## config.mk

```make
export PLATFORM = sky130hd
export DESIGN_NAME = w_stage
export DESIGN_NICKNAME = d
export VERILOG_FILES = /design/src/rtl/w_stage_pkg.sv /design/src/rtl/w_stage_load_ext.sv /design/src/rtl/w_stage.sv
export SDC_FILE = /design/constraint.sdc
export NUM_CORES = 1
export LEC_CHECK = 0
export CAP_MARGIN = 30
export CORE_MARGIN = 1.5
export CORE_UTILIZATION = 48
export CTS_CLUSTER_DIAMETER = 80
export DETAILED_ROUTE_END_ITERATION = 12
export DONT_BUFFER_PORTS = 1
export GPL_TIMING_DRIVEN = 0
export PLACE_DENSITY_LB_ADDON = 0.15
export SYNTH_ARGS = -nofsm -noshare
export SYNTH_HDL_FRONTEND = slang
export SYNTH_SLANG_ARGS = --single-unit
```

## constraint.sdc

```tcl
create_clock -name Clk -period 6.05 [get_ports Clk]
set_input_delay 1.21 -clock Clk [delete_from_list [all_inputs] [get_ports Clk]]
set_output_delay 1.21 -clock Clk [all_outputs]
set_load 0.02 [all_outputs]
```

## src/rtl/w_stage_pkg.sv

```systemverilog
// Shared MIPS pipeline encodings used by the write-back stage.
// Holds the write-data select codes and the load-type codes.
package w_stage_pkg;

    // Write-data select codes (M_WDSel / W-stage mux)
    localparam logic [1:0] WD_ALU = 2'd0;
    localparam logic [1:0] WD_DM  = 2'd1;
    localparam logic [1:0] WD_PC8 = 2'd2;

    // Load-type codes; 5..7 are reserved and extend to zero
    localparam logic [2:0] LT_LW  = 3'd0;
    localparam logic [2:0] LT_LB  = 3'd1;
    localparam logic [2:0] LT_LBU = 3'd2;
    localparam logic [2:0] LT_LH  = 3'd3;
    localparam logic [2:0] LT_LHU = 3'd4;

endpackage

```

## src/rtl/w_stage_load_ext.sv

```systemverilog
// Combinational load extender: picks the byte/half lane of an aligned
// little-endian memory word and sign- or zero-extends it to DW bits.
module load_ext
    import w_stage_pkg::*;
#(
    parameter int DW = 32
) (
    input  logic [DW-1:0] DMRead,
    input  logic [1:0]    off,
    input  logic [2:0]    LoadType,
    output logic [DW-1:0] ext
);

    logic [7:0]  byte_s;
    logic [15:0] half_s;

    // Lane selection: byte by full offset, half by offset bit 1 only
    always_comb begin
        byte_s = 8'h00;
        case (off)
            2'd0:    byte_s = DMRead[7:0];
            2'd1:    byte_s = DMRead[15:8];
            2'd2:    byte_s = DMRead[23:16];
            2'd3:    byte_s = DMRead[31:24];
            default: byte_s = 8'h00;
        endcase
        if (off[1]) begin
            half_s = DMRead[31:16];
        end else begin
            half_s = DMRead[15:0];
        end
    end

    // Extension by load type; reserved types produce zero
    always_comb begin
        ext = {DW{1'b0}};
        case (LoadType)
            LT_LW:   ext = DMRead;
            LT_LB:   ext = {{(DW-8){byte_s[7]}}, byte_s};
            LT_LBU:  ext = {{(DW-8){1'b0}}, byte_s};
            LT_LH:   ext = {{(DW-16){half_s[15]}}, half_s};
            LT_LHU:  ext = {{(DW-16){1'b0}}, half_s};
            default: ext = {DW{1'b0}};
        endcase
    end

endmodule

```

## src/rtl/w_stage.sv

```systemverilog
// MIPS write-back stage: M/W pipeline register, write-data select,
// register-file write port drive and retired-instruction counter.
// W outputs depend only on registered fields (no M->W combinational path).
module w_stage
    import w_stage_pkg::*;
#(
    parameter int DW    = 32,
    parameter int CNT_W = 32
) (
    input  logic             Clk,
    input  logic             Reset,
    input  logic             En,
    input  logic             Flush,
    input  logic             M_Valid,
    input  logic [DW-1:0]    M_PC,
    input  logic [4:0]       M_A3,
    input  logic             M_RFWr,
    input  logic [1:0]       M_WDSel,
    input  logic [DW-1:0]    M_ALUResult,
    input  logic [DW-1:0]    M_DMRead,
    input  logic [2:0]       M_LoadType,
    output logic [4:0]       W_A3,
    output logic [DW-1:0]    W_WD,
    output logic             W_RFWr,
    output logic [DW-1:0]    W_PC,
    output logic             W_Valid,
    output logic             W_FwdValid,
    output logic [CNT_W-1:0] W_RetireCnt
);

    logic             valid_q, valid_d;
    logic [DW-1:0]    pc_q, pc_d;
    logic [4:0]       a3_q, a3_d;
    logic             rfwr_q, rfwr_d;
    logic [1:0]       wdsel_q, wdsel_d;
    logic [DW-1:0]    alu_q, alu_d;
    logic [DW-1:0]    dm_q, dm_d;
    logic [2:0]       lt_q, lt_d;
    logic [CNT_W-1:0] cnt_q, cnt_d;

    logic [DW-1:0]    ext_s;
    logic [DW-1:0]    wd_s;
    logic             advance_s;

    // A new load (instruction or bubble) happens on Flush or En
    assign advance_s = Flush | En;

    // M/W next state: Flush loads a bubble, En loads M, otherwise hold
    always_comb begin
        valid_d = valid_q;
        pc_d    = pc_q;
        a3_d    = a3_q;
        rfwr_d  = rfwr_q;
        wdsel_d = wdsel_q;
        alu_d   = alu_q;
        dm_d    = dm_q;
        lt_d    = lt_q;
        if (Flush) begin
            valid_d = 1'b0;
            pc_d    = {DW{1'b0}};
            a3_d    = 5'd0;
            rfwr_d  = 1'b0;
            wdsel_d = 2'd0;
            alu_d   = {DW{1'b0}};
            dm_d    = {DW{1'b0}};
            lt_d    = 3'd0;
        end else if (En) begin
            valid_d = M_Valid;
            pc_d    = M_PC;
            a3_d    = M_A3;
            rfwr_d  = M_RFWr;
            wdsel_d = M_WDSel;
            alu_d   = M_ALUResult;
            dm_d    = M_DMRead;
            lt_d    = M_LoadType;
        end else begin
            valid_d = valid_q;
        end
    end

    // Retire count: a valid instruction is counted once, when it leaves W
    always_comb begin
        if (valid_q && advance_s) begin
            cnt_d = cnt_q + {{(CNT_W-1){1'b0}}, 1'b1};
        end else begin
            cnt_d = cnt_q;
        end
    end

    // State registers with synchronous reset (reset drops in-flight work uncounted)
    always_ff @(posedge Clk) begin
        if (Reset) begin
            valid_q <= 1'b0;
            pc_q    <= {DW{1'b0}};
            a3_q    <= 5'd0;
            rfwr_q  <= 1'b0;
            wdsel_q <= 2'd0;
            alu_q   <= {DW{1'b0}};
            dm_q    <= {DW{1'b0}};
            lt_q    <= 3'd0;
            cnt_q   <= {CNT_W{1'b0}};
        end else begin
            valid_q <= valid_d;
            pc_q    <= pc_d;
            a3_q    <= a3_d;
            rfwr_q  <= rfwr_d;
            wdsel_q <= wdsel_d;
            alu_q   <= alu_d;
            dm_q    <= dm_d;
            lt_q    <= lt_d;
            cnt_q   <= cnt_d;
        end
    end

    load_ext #(
        .DW(DW)
    ) u_load_ext (
        .DMRead   (dm_q),
        .off      (alu_q[1:0]),
        .LoadType (lt_q),
        .ext      (ext_s)
    );

    // Write-data select from registered fields; code 3 yields zero
    always_comb begin
        wd_s = {DW{1'b0}};
        case (wdsel_q)
            WD_ALU:  wd_s = alu_q;
            WD_DM:   wd_s = ext_s;
            WD_PC8:  wd_s = pc_q + {{(DW-4){1'b0}}, 4'd8};
            default: wd_s = {DW{1'b0}};
        endcase
    end

    assign W_A3        = a3_q;
    assign W_WD        = wd_s;
    assign W_RFWr      = valid_q & rfwr_q & (a3_q != 5'd0);
    assign W_FwdValid  = W_RFWr;
    assign W_PC        = pc_q;
    assign W_Valid     = valid_q;
    assign W_RetireCnt = cnt_q;

endmodule

```

* After elaboration in Yosys (flattened, before gate mapping) *
Cells that the tools add are included.

word-level totals
  output and inout bits = 104
  register bits after elaboration = 140

cells by class
  add/sub/neg operators = 2
  equal/unequal tests = 9
  multiplexer cells = 4
  reductions and logical operators = 6
  bitwise logic cells = 3

operator list
  cell                                                                   number
  32-bit one-hot mux with 5 select lines                                 1
  32-bit one-hot mux with 3 select lines                                 1
  32-bit by 1-bit adder with 32-bit output, second input constant        1
  32-bit by 4-bit adder with 32-bit output, second input constant        1
  8-bit one-hot mux with 4 select lines                                  1
  16-bit 2-to-1 mux                                                      1
  2-bit equality test, second input constant                             3
  3-bit by 2-bit equality test with 1-bit output, second input constant  2
  5-bit nonzero test                                                     1
  2-bit by 1-bit equality test with 1-bit output, second input constant  2
  2-bit logical NOT                                                      2
  3-bit by 1-bit equality test with 1-bit output, second input constant  1
  3-bit equality test, second input constant                             1
  3-bit logical NOT                                                      1
  1-bit AND                                                              2
  2-bit OR reduction                                                     1
  1-bit logical AND                                                      1
  1-bit OR                                                               1

* Depth between registers and ports, before layout *
Gate-level depths: netlist of the first run.

  depth after elaboration = 4
  gate-level depth with buffers = 8
  depth with buffers taken out = 6

* Cells and area by module *
From an unflattened synthesis of the first run, not the netlist that was laid out.

unflattened totals
  cells, all modules = 807
  area total of the unflattened synthesis = 7292.0 um^2

modules (own cells, without submodules)
  module    times used  cells each  area an instance (um^2)
  w_stage   1           738         6608.8
  load_ext  1           69          683.2

* Worst setup path after synthesis of the first run *
OpenSTA, ideal clock, no wires.

  path kind = register to output
  from = register pc_q[3] (netlist: W_PC[3])
  to = output W_WD[27]
  arrival = 2.181 ns
  cell stages (with the launch flop) = 8
  required time = 4.840 ns
  setup slack = 2.659 ns
  cells stage by stage = dfxtp_1 -> ha_1 -> nand3_2 -> or2_1 -> clkbuf_1 -> or3_1 -> xor2_1 -> o211ai_1

on the way
  word-level cells in the longest chain between the ends = 2

ends and longest elaborated chain
  item                                      RTL line        RTL
  start: declaration                        w_stage.sv:32   logic [DW-1:0] pc_q, pc_d;
  start signal: assignment                  w_stage.sv:94   pc_q <= {DW{1'b0}};
  start signal: assignment                  w_stage.sv:104  pc_q <= pc_d;
  32-bit by 4-bit adder with 32-bit output  w_stage.sv:130  WD_PC8: wd_s = pc_q + {{(DW-4){1'b0}}, 4'd8};
  32-bit one-hot mux with 3 select lines    w_stage.sv:127  case (wdsel_q)
  end: declaration                          w_stage.sv:23   output logic [DW-1:0] W_WD,

No other way between the ends.

* Final worst setup path of the first run *
  from = register pc_q[3] (netlist: W_PC[3])
  to = output W_WD[31]

The elaborated chain is that of the path after synthesis.

==> results by group, run 1 <==
GRT
  – Number of antenna violations at the first check in global routing: 0
  – GRT Overall Usage: 29.9%
  – Global-route wire length before repair: 36.3 mm
  – Number of global-route vias before repair: 6272
  – Grt ovf: 0
  – Largest net degree at the start of global routing: 17

Floorplanning
  – Core area: 0.0147 mm^2
  – Die Wd: 126 um
  – Initial Utilization: 49.8%
  – Die height: 126 um
  – Ports: 216
  – Rows: 44
  – Full die area: 0.0160 mm^2

Route
  – Via/cell ratio: 6.02
  – TritonRoute pass-1 iters: 5
  – # DRC: 0
  – Final WL: 23.9 mm
  – Antenna Nets Post-Route: 0
  – Iter 0 DRT Violations: 407
  – Wire per inst: 22.5 um
  – Via count: 6386

Timing
  – Final hold vios: 0
  – Least-Margin Pin Slew: 0.880 ns
  – Clock Skew: 0.0125 ns
  – Worst hold slack: 0.494 ns
  – Fin Setup TNS: 0 ns
  – Fin crit share: 71.9%
  – Worst rel slew slack: 41.3%
  – Tmin final: 4.35 ns
  – Fin. max-slew vios: 0
  – RSZ-0062 raised after global routing: no
  – # setup viols final: 0
  – Max Fclk: 0.230 GHz

CTS
  – TritonCTS Buffers: 17
  – H-tree depth: 4
  – Post-CTS Setup Bufs: 0
  – CTS root buf: clkbuf_16
  – Longest Clk Path Bufs: 2
  – CTS tree: built
  – Post-CTS Resized: 0
  – Clk_lat worst skew: 0.42 ns
  – Register clock-pin slew on the reported worst setup and hold paths: 0.06 ns
  – Clock Sinks: 140
  – Post-CTS Hold Fix Bufs: 0

Synth
  – Syn_nets: 959
  – Syn Inst Count: 845
  – Main flop type after synthesis: dfxtp_1
  – Synth async-reset ratio: 0%
  – Synth Register Bits: 140
  – Unique masters post-synth: 53
  – Area contributors post-synth: dfxtp_1 (38%), mux2i_1 (17%), nor2_1 (8.2%), xnor2_1 (4.5%), a21oi_1 (2.7%)
  – Syn Area/Cell: 8.66 um^2
  – Register area share after synthesis: 38.3%
  – Yosys warns: 0
  – Area share of the largest cell type after synthesis: 38.3%
  – Area leader, netlist: dfxtp_1
  – Post-synth EDFFs: 0
  – Mapped cell area: 0.00732 mm^2

Worst hold path
  – Worst Hold End: alu_q[2]
  – Hold path cells: 2
  – Worst Hold Launch: alu_q[2]
  – Hold Crit Class: register to register

Critical path
  – Reg2reg end: W_RetireCnt[22]
  – Worst path required time: 4.84 ns
  – Flop-to-flop setup slack: 3.98 ns
  – Type of origin of the critical path: register
  – Reg2reg start: W_Valid
  – Slowest cell on the critical path: dfxtp_1
  – Crit path DAT: 3.14 ns
  – Max FO, Critical Path: 8
  – CP Cell Sequence: ha_1 -> nand3_2 -> or2_1 -> clkbuf_1 -> nor4_1 -> xnor2_1 -> o221ai_1
  – Largest stage delay on the critical path: 0.61 ns
  – Crit path launch: W_PC[3]
  – Critical path class: register to primary output
  – FF-to-FF path depth: 6
  – Critical path endpoint category: primary output

Final layout
  – Antenna Diode Count: 0
  – Area Growth Syn to Fin: 11.1%
  – Final net count: 978
  – Fraction of layout cells with a size suffix above 1: 7.87%

Power
  – Clock share of power: 46.7%
  – Max VDD drop: 0.000212 V
  – Switching pwr: 580 uW
  – Cell area power density: 272 mW/mm^2
  – Leakage power figure: 0.00297 uW
  – Sequential power share: 44.6%
  – Combinational fraction of design power: 8.7%
  – Pint: 1630 uW
  – Switching share of power: 26.2%

Placement
  – Post-detail-place hpwl: 18.7 mm
  – Routability Congestion: 0.946
  – PortBufs: 0

Status
  – Status: finished, final reports clean

Flow run
  – Max-capacitance violation count: 0
-- final cells by class --
class | count | area (um^2)
inverters | 17 | 63.8
clock inverters | 14 | 156
plain buffers | 62 | 260
clock buffers | 18 | 429
flip-flops and latches | 140 | 2800
well taps | 184 | 230
fillers | 1353 | 6560
multi-input cells | 626 | 4190
-- cells in the mapped netlist, types with 6 or more instances --
cell type / count
nor2_1: 159
dfxtp_1: 140
mux2i_1: 124
clkbuf_1: 40
a21oi_1: 39
xnor2_1: 38
nand2_1: 28
nor3_1: 22
nand3_1: 19
inv_1: 17
xor2_1: 17
nor2b_1: 16
o22ai_1: 15
a211oi_1: 13
o211ai_1: 13
nor4_1: 12
a22oi_1: 11
nand4_1: 11
buf_2: 10
buf_1: 9
nand2b_1: 7
o221a_2: 7
o32ai_1: 7
a2bb2oi_1: 6
and4_1: 6
-- power groups by stage --
stage	Combinational (uW)	Clock [uW]	Sequential, uW
2_1_floorplan	148	0	994
3_3_place_gp	187	0	1010
3_5_place_dp	191	0	1010
4_1_cts	192	1050	986
5_1_grt	209	1100	989
6_report	192	1030	986
-- cells by family after synthesis --
| kind of cell | Yosys count | share of synthesized area (%) |
|---|---|---|
| flip-flops | 140 | 38.3 |
| XOR/XNOR | 55 | 6.58 |
| AO/OA/AOI/OAI | 130 | 12.3 |
| multiplexers | 127 | 17.4 |
| AND/OR/NAND/NOR | 312 | 20.6 |
| adder cells (fa/ha/maj) | 2 | 0.342 |
| buffers and inverters | 79 | 4.43 |
-- worst max path at each step --
stage,to,cells past startpoint
2_1_floorplan,W_WD[27],7
3_3_place_gp,W_WD[31],7
3_5_place_dp,W_WD[31],7
4_1_cts,W_WD[31],7
5_1_grt,W_WD[31],7
6_report,W_WD[31],7
-- critical path, delay by kind of cell (launching register included) --
kind | cells | cell delay [ns]
flip-flops | 1 | 0.61
XOR/XNOR | 1 | 0.15
adder cells (fa/ha/maj) | 1 | 0.29
AND/OR/NAND/NOR | 3 | 0.95
buffers and inverters | 1 | 0.22
AO/OA/AOI/OAI | 1 | 0.49
-- stage by stage --
step	util (%)	power (uW)	cells	instance area, um^2	setup WS, ns
after floorplan	-	1140	845	7320	2.66
after global placement	51.4	1190	1029	7550	2.12
after detailed placement	51.4	1200	1029	7550	2.18
after CTS	55.3	2230	1061	8140	1.73
after global routing	55.3	2300	1061	8140	1.58
final	55.3	2210	1061	8140	1.70
-- per-layer routing --
layer	track usage, %	part of all wire [%]	up-vias
li1	-	-	3033
met1	36.2	40	3034
met2	48.7	47	279
met3	10.7	9.6	40
met4	11.8	3.3	0
met5	0	0	-
-- registers in the layout, indices dropped and copies added, names as in the netlist --
name,count
alu_q,32
W_RetireCnt,32
W_Valid,1
rfwr_q,1
W_A3,5
W_PC,32
dm_q,32
wdsel_q,2
lt_q,3
-- cells in the final DEF (no fill, tap or decap), types with 6 or more instances in the layout --
cell type / count
a211oi_1: 13
a21oi_1: 39
a22oi_1: 11
a2bb2oi_1: 6
and4_1: 6
buf_1: 9
buf_2: 10
clkbuf_1: 41
clkbuf_16: 17
dfxtp_1: 140
inv_1: 17
mux2i_1: 124
nand2_1: 28
nand2b_1: 7
nand3_1: 19
nand4_1: 11
nor2_1: 159
nor2b_1: 16
nor3_1: 22
nor4_1: 12
o211ai_1: 13
o221a_2: 7
o22ai_1: 15
o32ai_1: 7
xnor2_1: 38
xor2_1: 17
Note: power is estimated with default switching activity, not from simulation.
==> run 2: changes to the inputs <==
- clock period: 6.05 -> 3.6 ns (I/O delays scaled with it)
==> run 2 against run 1 <==
Effect of this change: via count up 0.22%; flip-flop and latch count unchanged; utilization up 0.46 points; combinational power up 71%; cell count about the same; clock-buffer cell count unchanged; largest power group unchanged; critical path type unchanged.
==> results by group, run 2 (synthesized netlist as in run 1, its figures left out) <==
Power
  – Switching pwr: 982 uW (+69%)
  – Combinational fraction of design power: 8.8% (about the same)
  – Max VDD drop: 0.000358 V (+69%)
  – Switching share of power: 26.3% (+0.10 points)
  – Leakage power figure: 0.00299 uW (+0.62%)
  – Sequential power share: 44.5% (about the same)
  – Pint: 2750 uW (+68%)
  – Clock share of power: 46.7% (about the same)
  – Cell area power density: 454 mW/mm^2 (+67%)

GRT
  – Number of antenna violations at the first check in global routing: 0 (unchanged)
  – Largest net degree at the start of global routing: 17 (unchanged)
  – Met2 usage: 49.0% (+0.35 points)
  – M1 GR Usage: 36.3% (+0.053 points)
  – GRT Overall Usage: 30.0% (about the same)
  – Number of global-route vias before repair: 6267 (-0.080%)
  – Grt ovf: 0 (unchanged)
  – Met3 Resource Use GR: 10.6% (-0.13 points)
  – GRT busiest layer: met2
  – Global-route wire length before repair: 36.3 mm (about the same)

Floorplanning
  – Rows: 44 (unchanged)
  – Core area: 0.0147 mm^2 (unchanged)
  – Die Wd: 126 um (unchanged)
  – Ports: 216 (unchanged)
  – Die height: 126 um (unchanged)
  – Initial Utilization: 49.8% (unchanged)
  – Full die area: 0.0160 mm^2 (unchanged)

CTS
  – Register clock-pin slew on the reported worst setup and hold paths: 0.06 ns (about the same)
  – Post-CTS Setup Bufs: 0 (unchanged)
  – CTS root buf: clkbuf_16
  – Clk_lat worst skew: 0.42 ns (about the same)
  – TritonCTS Buffers: 17 (unchanged)
  – Clock Sinks: 140 (unchanged)
  – H-tree depth: 4 (unchanged)
  – CTS tree: built
  – Longest Clk Path Bufs: 2 (unchanged)

Timing
  – Clock Skew: 0.0119 ns (-0.000573 ns)
  – Fin crit share: 96.0%
  – Worst rel slew slack: 41.4% (+0.10 points)
  – # setup viols final: 0 (unchanged)
  – Tmin final: 3.46 ns
  – Final hold vios: 0 (unchanged)
  – Worst hold slack: 0.448 ns (-0.0460 ns)
  – Least-Margin Pin Slew: 0.879 ns (-0.00156 ns)
  – Max Fclk: 0.289 GHz
  – Fin. max-slew vios: 0 (unchanged)

Final layout
  – Most frequent cells in the layout: nor2_1 (159), dfxtp_1 (133), mux2i_1 (124)
  – Area Growth Syn to Fin: 12.1%
  – Antenna Diode Count: 0 (unchanged)
  – Fraction of layout cells with a size suffix above 1: 9.82% (+1.9 points)
  – Post-Layout Cell Count: 1060 (-0.094%)
  – Final net count: 977 (-0.10%)
  – Leading cell type in the layout, fill and taps excluded: nor2_1

Placement
  – Cells after DPL: 1029 (unchanged)
  – Routability Congestion: 0.946 (unchanged)
  – PortBufs: 0 (unchanged)
  – Post-detail-place hpwl: 18.7 mm (unchanged)

Worst hold path
  – Hold path cells: 2 (unchanged)
  – Hold Crit Class: input port to register
  – Worst Hold Launch: M_PC[12]
  – Worst Hold End: W_PC[12]

Route
  – Via/cell ratio: 6.04 (+0.31%)
  – # DRC: 0 (unchanged)
  – Antenna Nets Post-Route: 0 (unchanged)
  – TritonRoute pass-1 iters: 5 (unchanged)
  – Via count: 6400 (+0.22%)
  – Final WL: 24.0 mm (+0.25%)
  – Wire per inst: 22.6 um (+0.35%)
  – Iter 0 DRT Violations: 390 (-4.2%)

Critical path
  – Critical path class: register to primary output
  – Reg2reg start: W_RetireCnt[4]
  – Max FO, Critical Path: 10 (+2)
  – Flop-to-flop setup slack: 1.52 ns (-2.46 ns)
  – Type of origin of the critical path: register
  – Worst path required time: 2.88 ns (-1.96 ns)
  – Critical path endpoint category: primary output
  – Reg2reg end: W_RetireCnt[22]
  – FF-to-FF path depth: 7 (+1)
  – Crit path DAT: 2.74 ns (-0.40 ns)

Flow run
  – Max-capacitance violation count: 0 (unchanged)

Status
  – Status: finished, final reports clean
==> run 2: worst max-delay path by stage <==
stage,start,end,slack [ns],cells past startpoint
after floorplan,W_PC[3],W_WD[27],0.70,7
after global placement,W_PC[3],W_WD[31],0.16,7
after detailed placement,W_PC[3],W_WD[31],0.22,7
after CTS,W_PC[4],W_WD[27],0.02,7
after global routing,lt_q[0],W_WD[4],-0.07,7
final,lt_q[2],W_WD[7],0.14,8
==> run 2: worst max-delay path, cell delays in order, from the launching register on <==
cell      delay (ns)
dfxtp_1         0.30
clkbuf_1        0.42
and2_1          0.20
clkbuf_1        0.30
buf_2           0.30
a21oi_1         0.10
o22ai_1         0.13
nor2_1          0.10
o22ai_1         0.46
==> run 2: cell type report <==
type | instances | area, um^2
buffer | 61 | 258
clock buffer | 18 | 429
inverter | 17 | 63.8
tap | 184 | 230
sequential | 140 | 2820
multi-input combinational | 626 | 4250
fill | 1343 | 6500
clock inverter | 14 | 156
==> run 2: power by group through the flow <==
stage | clock network (uW) | logic, uW | registers (uW)
2_1_floorplan | 0 | 248 | 1670
3_3_place_gp | 0 | 314 | 1690
3_5_place_dp | 0 | 320 | 1690
4_1_cts | 1770 | 323 | 1660
5_1_grt | 1850 | 357 | 1660
6_report | 1740 | 329 | 1660
==> run 2: metrics by stage <==
stage          util [%]  power [uW]  worst slack [ns]  setup TNS, ns  cell area [um^2]
2_1_floorplan         -        1920             0.699              0              7320
3_3_place_gp       51.4        2000             0.158              0              7550
3_5_place_dp       51.4        2010             0.225              0              7550
4_1_cts            55.5        3750            0.0207              0              8150
5_1_grt            55.8        3870           -0.0689        -0.0689              8200
6_report           55.8        3730             0.142              0              8200
==> run 2: routing by layer <==
layer | share of wire, % | up-vias
met5 | 0 | -
met4 | 3.2 | 0
met3 | 9.1 | 41
met2 | 47 | 275
met1 | 41 | 3049
li1 | - | 3035
==> run 2: timing repair <==
item	in CTS	in global routing
setup endpoints to repair	3	10
pin swaps	1	2
cloned	0	0
resized for setup	5	15
hold buffers	0	0
==> run 3: changes to the inputs <==
- CORE_UTILIZATION: 48 -> 58
- SETUP_SLACK_MARGIN: not set -> 0.05
==> run 3 against run 2 <==
Effect of this change: cell count fell by 1.5%; first-iteration DRC count grew 6.9%; sequential power about the same; clock-buffer cell count up 1; register-to-register slack is essentially flat; global-route usage increased by 4.2 points; wire length down 5.8%; power rose by 0.74%; die area is 17% lower; clock power is essentially flat; via count rose by 0.38%; largest cell class unchanged.
==> results by group, run 3 (synthesized netlist as in run 1, its figures left out) <==
Route
  – Wire per inst: 21.6 um (-4.4%)
  – Final WL: 22.6 mm (-5.8%)
  – # DRC: 0 (unchanged)
  – Via count: 6424 (+0.38%)
  – Iter 0 DRT Violations: 417 (+6.9%)
  – TritonRoute pass-1 iters: 7 (+2)
  – Via/cell ratio: 6.15 (+1.9%)
  – Antenna Nets Post-Route: 0 (unchanged)

Power
  – Cell area power density: 459 mW/mm^2 (+1.1%)
  – Leakage power figure: 0.00300 uW (+0.29%)
  – Max VDD drop: 0.000364 V (+1.8%)

Floorplanning
  – Ports: 216 (unchanged)
  – Die Wd: 115 um (-8.8%)
  – Initial Utilization: 60.2% (+10 points)
  – Rows: 40 (-9.1%)
  – Die height: 115 um (-8.8%)
  – Full die area: 0.0133 mm^2 (-17%)
  – Core area: 0.0122 mm^2 (-17%)

GRT
  – Grt ovf: 0 (unchanged)
  – GRT Overall Usage: 34.1% (+4.2 points)
  – Largest net degree at the start of global routing: 17 (unchanged)
  – Number of antenna violations at the first check in global routing: 0 (unchanged)
  – Number of global-route vias before repair: 6393 (+2.0%)
  – Global-route wire length before repair: 34.2 mm (-5.9%)

CTS
  – Register clock-pin slew on the reported worst setup and hold paths: 0.06 ns (about the same)
  – Longest Clk Path Bufs: 2 (unchanged)
  – CTS root buf: clkbuf_16
  – TritonCTS Buffers: 17 (unchanged)
  – Post-CTS Setup Bufs: 0 (unchanged)
  – Clk_lat worst skew: 0.44 ns (+0.02 ns)
  – CTS tree: built
  – H-tree depth: 4 (unchanged)
  – Clock Sinks: 140 (unchanged)

Final layout
  – Antenna Diode Count: 0 (unchanged)
  – Post-route cell area: 0.00818 mm^2 (-0.32%)
  – Fill cells: 1024 (-24%)
  – Fraction of layout cells with a size suffix above 1: 9.70% (-0.11 points)
  – Most frequent cells in the layout: nor2_1 (159), dfxtp_1 (130), mux2i_1 (124)
  – Area Growth Syn to Fin: 11.7%
  – Leading cell type in the layout, fill and taps excluded: nor2_1
  – Final net count: 977 (unchanged)

Timing
  – Least-Margin Pin Slew: 0.965 ns (+0.0866 ns)
  – Worst rel slew slack: 35.4% (-6.0 points)
  – Max Fclk: 0.291 GHz (+0.60%)
  – Worst hold slack: 0.433 ns (-0.0146 ns)
  – Fin Setup TNS: 0 ns (unchanged)
  – Fin crit share: 95.5% (-0.57 points)
  – Tmin final: 3.44 ns (-0.0205 ns)
  – Final hold vios: 0 (unchanged)
  – Fin. max-slew vios: 0 (unchanged)
  – # setup viols final: 0 (unchanged)
  – Final setup margin: 0.163 ns (+0.0205 ns)
  – RSZ-0062 raised after global routing: no
  – Clock Skew: 0.00837 ns (-0.00356 ns)

Critical path
  – Critical path endpoint category: primary output
  – Critical path class: register to primary output
  – Type of origin of the critical path: register
  – Crit path DAT: 2.72 ns (-0.02 ns)
  – Max FO, Critical Path: 10 (unchanged)
  – Worst path required time: 2.88 ns (about the same)

Placement
  – PortBufs: 0 (unchanged)
  – Post-detail-place hpwl: 17.2 mm (-8.1%)
  – Routability Congestion: 0.916 (-3.1%)
  – Cell Area, Placed: 0.00753 mm^2 (-0.27%)
  – Setup Slack @ Placement: 0.326 ns (+0.101 ns)

Worst hold path
  – Hold Crit Class: input port to register

Status
  – Status: finished, final reports clean

Flow run
  – Max-capacitance violation count: 0 (unchanged)
[run 3: through the flow]
step	util (%)	std cells	total power [uW]
4_1_cts	66.9	1045	3750
6_report	67.2	1044	3750
3_3_place_gp	61.9	1013	2000
5_1_grt	67.2	1044	3870
3_5_place_dp	61.9	1013	2000
2_1_floorplan	-	845	1920
[run 3: final cells by class]
type,instances,area [um^2],area share (%)
Clock buffer,19,443,5.42
Clock inverter,13,158,1.93
Sequential cell,140,2820,34.5
Buffer,61,258,3.15
Multi-Input combinational cell,626,4220,51.7
Inverter,17,63.8,0.780
Tap cell,168,210,2.57
[run 3: path summary, 6_finish.rpt]
check	startpoint	end	slack [ns]	cells past startpoint
hold reg to reg	alu_q[4]	alu_q[4]	0.49	2
hold / removal	M_ALUResult[11]	alu_q[11]	0.43	2
setup / recovery	lt_q[0]	W_WD[5]	0.16	7
setup reg to reg	W_RetireCnt[10]	W_RetireCnt[25]	1.51	6
[run 3: worst max-delay path, stage by stage, from the launching register on]
cell	delay, ns
dfxtp_1	0.31
clkbuf_1	0.31
or2_1	0.16
buf_2	0.21
buf_1	0.45
nor2_1	0.11
nor3_1	0.45
o22ai_2	0.28
[run 3: what timing repair did]
| item | in CTS | in global routing |
|---|---|---|
| gates resized for setup | 6 | 13 |
| hold buffers | 0 | 0 |
| setup endpoints to repair | 3 | 13 |
| pin swaps | 1 | 2 |
[run 3: per-layer routing]
| metal | track usage, % | vias to the layer above | share of wire (%) |
|---|---|---|---|
| li1 | - | 3034 | - |
| met1 | 39.5 | 3019 | 39 |
| met2 | 56.0 | 318 | 47 |
| met3 | 13.9 | 53 | 10 |
| met4 | 14.1 | 0 | 3.3 |
| met5 | 0 | - | 0 |
[run 3: power by group]
part,switching (uW),internal [uW],leakage [uW]
Sequential,68.6,1590,0.00114
Clock,719,1060,0.000291
Combinational,200,122,0.00157
